File: src/rtl/memin_arbiter.sv
// memin_arbiter: round-robin arbiter sharing the single-port memin matrix memory between
// two requesters with registered grants and bounded bursts.
//
//   Port 0 (host loader) writes operand words; port 1 (multiply sequencer) reads A/B operands.
//   Only one port owns the memory at a time. The owner gets one beat per cycle while it keeps
//   requesting. After MAXBURST beats it hands over if the other port is waiting.
//
// Ports:
//   clk, rst             system clock, synchronous active-high reset
//   reqN, weN            port N request (held until accepted) and write (1) / read (0)
//   addrN, wdataN        port N address and write data
//   gntN                 port N owns the memory (registered)
//   rvalidN              rdata holds the result of port N's read from the previous cycle
//   mem_en, mem_we       memory access strobe and write enable
//   mem_addr, mem_wdata  memory address and write data
//   mem_rdata            memory read data, valid one cycle after a read strobe
//   rdata                mem_rdata passed through to both ports
module memin_arbiter #(
  parameter int unsigned AW       = 5,
  parameter int unsigned DW       = 8,
  parameter int unsigned MAXBURST = 4
) (
  input  logic          clk,
  input  logic          rst,

  input  logic          req0,
  input  logic          we0,
  input  logic [AW-1:0] addr0,
  input  logic [DW-1:0] wdata0,
  output logic          gnt0,
  output logic          rvalid0,

  input  logic          req1,
  input  logic          we1,
  input  logic [AW-1:0] addr1,
  input  logic [DW-1:0] wdata1,
  output logic          gnt1,
  output logic          rvalid1,

  output logic          mem_en,
  output logic          mem_we,
  output logic [AW-1:0] mem_addr,
  output logic [DW-1:0] mem_wdata,
  input  logic [DW-1:0] mem_rdata,
  output logic [DW-1:0] rdata
);

  localparam int unsigned CW = $clog2(MAXBURST + 1);
  localparam logic [CW-1:0] BurstMax = CW'(MAXBURST);

  typedef enum logic [1:0] {
    StIdle = 2'd0,
    StOwn0 = 2'd1,
    StOwn1 = 2'd2
  } state_e;

  state_e        state_q, state_d;
  logic          lp_q, lp_d;        // last owner; the other port wins a tie from idle
  logic [CW-1:0] cnt_q, cnt_d;      // beats accepted in the current burst
  logic          rvalid0_q, rvalid1_q;

  logic          beat0, beat1;
  logic          own1;
  logic          own_req, oth_req;
  state_e        oth_state;
  logic [CW-1:0] cnt_inc;

  // Grants come straight from the state register, so they are registered and exclusive.
  assign gnt0  = (state_q == StOwn0);
  assign gnt1  = (state_q == StOwn1);
  assign beat0 = req0 & gnt0;
  assign beat1 = req1 & gnt1;

  // ---------------------------------------------------------------------------------------
  // Next-state logic
  // ---------------------------------------------------------------------------------------
  always_comb begin
    state_d   = state_q;
    lp_d      = lp_q;
    cnt_d     = cnt_q;
    own1      = (state_q == StOwn1);
    own_req   = own1 ? req1 : req0;
    oth_req   = own1 ? req0 : req1;
    oth_state = own1 ? StOwn0 : StOwn1;
    cnt_inc   = cnt_q + 1'b1;

    unique case (state_q)
      StIdle: begin
        // On a tie, lp_q = 1 means port 1 went last, so port 0 wins.
        if (req0 && (!req1 || lp_q)) begin
          state_d = StOwn0;
          lp_d    = 1'b0;
          cnt_d   = '0;
        end else if (req1) begin
          state_d = StOwn1;
          lp_d    = 1'b1;
          cnt_d   = '0;
        end
      end

      StOwn0, StOwn1: begin
        if (!own_req) begin
          // Owner released: hand over directly if the other side waits, no idle gap.
          if (oth_req) begin
            state_d = oth_state;
            lp_d    = ~own1;
            cnt_d   = '0;
          end else begin
            state_d = StIdle;
          end
        end else if (cnt_inc == BurstMax) begin
          // Burst limit hit on this beat: force a hand-over only if someone is waiting,
          // otherwise start a fresh burst for the same owner.
          cnt_d = '0;
          if (oth_req) begin
            state_d = oth_state;
            lp_d    = ~own1;
          end
        end else begin
          cnt_d = cnt_inc;
        end
      end

      default: begin
        state_d = StIdle;
      end
    endcase
  end

  // ---------------------------------------------------------------------------------------
  // State registers
  // ---------------------------------------------------------------------------------------
  always_ff @(posedge clk) begin
    if (rst) begin
      state_q   <= StIdle;
      lp_q      <= 1'b1;
      cnt_q     <= '0;
      rvalid0_q <= 1'b0;
      rvalid1_q <= 1'b0;
    end else begin
      state_q   <= state_d;
      lp_q      <= lp_d;
      cnt_q     <= cnt_d;
      rvalid0_q <= beat0 & ~we0;
      rvalid1_q <= beat1 & ~we1;
    end
  end

  assign rvalid0 = rvalid0_q;
  assign rvalid1 = rvalid1_q;
  assign rdata   = mem_rdata;

  // ---------------------------------------------------------------------------------------
  // Memory-side mux: driven from the accepted beat, all zero otherwise
  // ---------------------------------------------------------------------------------------
  always_comb begin
    mem_en    = 1'b0;
    mem_we    = 1'b0;
    mem_addr  = '0;
    mem_wdata = '0;
    if (beat0) begin
      mem_en    = 1'b1;
      mem_we    = we0;
      mem_addr  = addr0;
      mem_wdata = wdata0;
    end else if (beat1) begin
      mem_en    = 1'b1;
      mem_we    = we1;
      mem_addr  = addr1;
      mem_wdata = wdata1;
    end
  end

endmodule

File: config.mk
export PLATFORM = sky130hd
export DESIGN_NAME = memin_arbiter
export DESIGN_NICKNAME = d
export VERILOG_FILES = /design/src/rtl/memin_arbiter.sv
export SDC_FILE = /design/constraint.sdc
export NUM_CORES = 1
export LEC_CHECK = 0
export ABC_AREA = 0
export CAP_MARGIN = 40
export CORE_ASPECT_RATIO = 1.4
export CORE_MARGIN = 8
export CORE_UTILIZATION = 35
export CTS_BUF_LIST = sky130_fd_sc_hd__clkbuf_16
export DETAILED_ROUTE_END_ITERATION = 12
export PLACE_DENSITY = 0.93
export SYNTH_ARGS = -nofsm -noshare
export SYNTH_HDL_FRONTEND = slang
export SYNTH_SLANG_ARGS = --single-unit
File: constraint.sdc
create_clock -name clk -period 4.5 [get_ports clk]
set_input_delay 0.9 -clock clk [delete_from_list [all_inputs] [get_ports clk]]
set_output_delay 0.9 -clock clk [all_outputs]
set_load 0.01 [all_outputs]
==> summary.md <==
| Metric | Value |
|---|---|
| Cells resized by post-CTS repair | `0` |
| Worst voltage drop across the vdd grid | `0.000309 V` |
| Endpoint of the most critical setup path | `mem_wdata[7]` |
| Stages on the worst setup path | `5` |
| Total vias in the final route | `905` |
| Clock-pin slew on the worst setup and hold paths | `0.03 ns` |
| Outcome | `finished clean` |
| Total standard cell area after synthesis | `roughly 820 um^2` |
| Per-instance average area after synthesis | `8.44 um^2` |
| # Max-Cap Violations | `0` |
| Classification of the worst-slack hold path | `reg -> reg` |
| Number of warnings reported in the yosys synthesis log | `0` |
| Cell Pwr Density | `479 nW/um^2` |
| Delay of the slowest cell on the worst path | `0.65 ns` |
| WP data arrival | `2.90 ns` |
| Number of H-tree levels | `1` |
| Final HPWL from detailed placement | `2370 um` |
| Unrepaired setup endpoints after global routing | `no` |
| Critical path class | `in -> out` |
| Final worst hold slack | `0.482 ns` |
| Final Max Slew Viols | `0` |
| Horizontal extent of the die | `56.9 um` |
| Largest fanout on the critical path | `14` |
| Detailed-routing iteration count for the pre-antenna-repair pass | `4` |
| Net count of the finished layout | `185` |
| Routability congestion estimate from global placement | `0.905` |
| Most frequent standard cell in the layout excluding fill and tap cells | `clkdlybuf4s50_1` |
| Worst flop-to-flop path startpoint | `state_q[0]` |
| Cell type of the slowest stage on the worst timing path | `clkdlybuf4s50_1` |
| Maximum number of pins on one net before global-route repair | `15` |
| Final setup viols | `0` |
| TritonCTS clock tree | `done` |
| Number of ports placed on the die boundary | `67` |
| Y dimension of the die | `73.2 um` |
| Remaining design rule violation count | `0` |
| Syn_nets | `144` |
| CP most frequent cell | `clkdlybuf4s50_1` |
| Row cnt | `20` |
| Top achievable clock speed | `0.263 GHz` |
| Die footprint | `4160 um^2` |
| Headroom to the max-slew limit | `0.675` |
| Post CTS Setup Buffer Count | `0` |
| Total global routing track utilization | `0.132` |
| Gate Count Post-Synth | `97` |
| Number of CTS-inserted buffers | `3` |
| Element type at the critical path end | `primary output` |
| Cell count of the worst reg-to-reg path | `6` |
| Fraction of layout cells with a size suffix above 1 | `0.0809` |
| Worst R2R End | `state_q[0]` |
| Largest clock skew in the final design | `0.00319 ns` |
| Antenna diode count | `0` |
| Antenna violations before repair | `0` |
| First-pass GRT wire length | `4430 um` |
| Area after detailed placement | `approximately 1200 um^2` |
| Number of unique standard cell types used by synthesis | `31` |
| Via density per instance | `around 5.7` |
| Overflow left after global routing | `0` |
| # clock sinks | `8` |
| Required arrival time at the worst endpoint | `3.60 ns` |
| Insertion delay of the later-clocked pin in the worst-skew pair | `0.23 ns` |
| Root Buffer Master | `clkbuf_16` |
| Avg WL per Cell | `17.8 um` |
| Layout overhead on the synthesized area | `61.8%` |
| Kind of start point of the critical path | `input port` |
| Final count of hold timing violations | `0` |
| Placeable core region | `2200 um^2` |
| Cell Chain, Critical Path | `clkdlybuf4s50_1 > nand2_1 > nor2_2 > a22o_1 > clkdlybuf4s50_1` |
| Number of buffer cells added on primary ports | `50` |
| WP buf/inv | `2` |
| Crit path max-delay family | `buffers and inverters` |
| Startpoint of the worst setup timing path | `req1` |
| Maximum buffer depth of the clock tree | `2` |
| Starting utilization of the core area | `0.372` |
| Final TNS setup | `0 ns` |
| CTS hold repair buffers | `0` |
| Static Leak | `about 0.53 nW` |
| Final design area excluding fillers | `1320 um^2` |
| Total length of routed wires | `approximately 2800 um` |
| Reg-to-reg setup timing slack | `2.68 ns` |
| Seq cells post-synth | `8` |
| Most frequent cells in the layout | `clkdlybuf4s50_1, a22o_1, dfxtp_1` |
| Startpoint of the worst hold path | `cnt_q[1]` |
| Register area share after synthesis | `0.196` |
| Number of global-route vias before repair | `just under 900` |
| Antenna violation net count after detailed routing | `0` |
| Crit share post-route | `0.844` |
| Transition time of the tightest slew-check pin | `0.487 ns` |
| Final worst path period need | `3.80 ns` |
| Number of violations reported at the end of detailed-routing iteration 0 | `23` |
-- per-layer routing --
metal,track usage,up-vias,part of all wire
met3,0.0383,3,0.089
met2,0.246,54,0.51
li1,-,426,-
met5,0,-,0
met4,0.0602,0,0.013
met1,0.131,422,0.39
-- stage by stage --
step / total power [mW] / util / worst slack [ns] / instances
after floorplan: 0.353 / - / 1.76 / 97
after global placement: 0.469 / 0.567 / 0.738 / 155
after detailed placement: 0.483 / 0.567 / 0.707 / 155
after CTS: 0.636 / 0.601 / 0.700 / 158
after global routing: 0.679 / 0.601 / 0.563 / 158
final: 0.634 / 0.601 / 0.704 / 158
-- worst register-to-register path, stage by stage (launching register included) --
cell and delay, ns:
dfxtp_1 0.33, inv_1 0.11, ha_1 0.30, mux2i_2 0.35, a211oi_2 0.11, a2111o_1 0.42
a21oi_2 0.13
-- final cells by class --
| cell class | instances | area [um^2] |
|---|---|---|
| well taps | 22 | 27.5 |
| fillers | 193 | 878 |
| multi-input cells | 68 | 531 |
| inverters | 6 | 22.5 |
| clock buffers | 3 | 75.1 |
| repair buffers | 51 | 508 |
| flip-flops and latches | 8 | 160 |
-- Yosys cell counts (all sizes together) --
cell type / n / share of area
nand2: 7 / 0.032
inv: 6 / 0.028
nor2: 5 / 0.026
nand4: 1 / 0.0077
a311oi: 1 / 0.011
nor3: 4 / 0.024
clkbuf: 2 / 0.0092
buf: 13 / 0.12
a22o: 14 / 0.15
nand2b: 3 / 0.023
a2bb2oi: 1 / 0.011
a2111o: 2 / 0.028
a21oi: 7 / 0.047
ha: 7 / 0.11
o22ai: 2 / 0.015
and4bb: 1 / 0.015
dfxtp: 8 / 0.20
nor2b: 1 / 0.017
xor2: 1 / 0.020
mux2i: 3 / 0.041
a211oi: 2 / 0.024
and2: 1 / 0.0077
o21a: 2 / 0.018
o21ai: 2 / 0.012
o31a: 1 / 0.011
-- power breakdown --
group,internal [mW],switching [mW]
combinational,0.200,0.182
sequential,0.0875,0.0159
clock,0.114,0.0338
-- worst min-delay path by stage --
| stage | endpoint | cells after the start |
|---|---|---|
| floorplan | cnt_q[1] | 2 |
| global placement | cnt_q[1] | 2 |
| detailed placement | cnt_q[1] | 2 |
| CTS | cnt_q[1] | 2 |
| global route | cnt_q[1] | 2 |
| finish | cnt_q[1] | 2 |
-- flip-flops by register name (all words and copies together) (netlist names) --
name	cells
cnt_q	3
rvalid1	1
lp_q	1
rvalid0	1
state_q	2
-- cell families after synthesis --
kind of cell,share of synthesized area
AO/OA/AOI/OAI,0.327
XOR/XNOR,0.0199
adder cells (fa/ha/maj),0.107
buffers and inverters,0.156
flip-flops,0.196
multiplexers,0.0413
AND/OR/NAND/NOR,0.153
(Power assumes the default switching activity.)
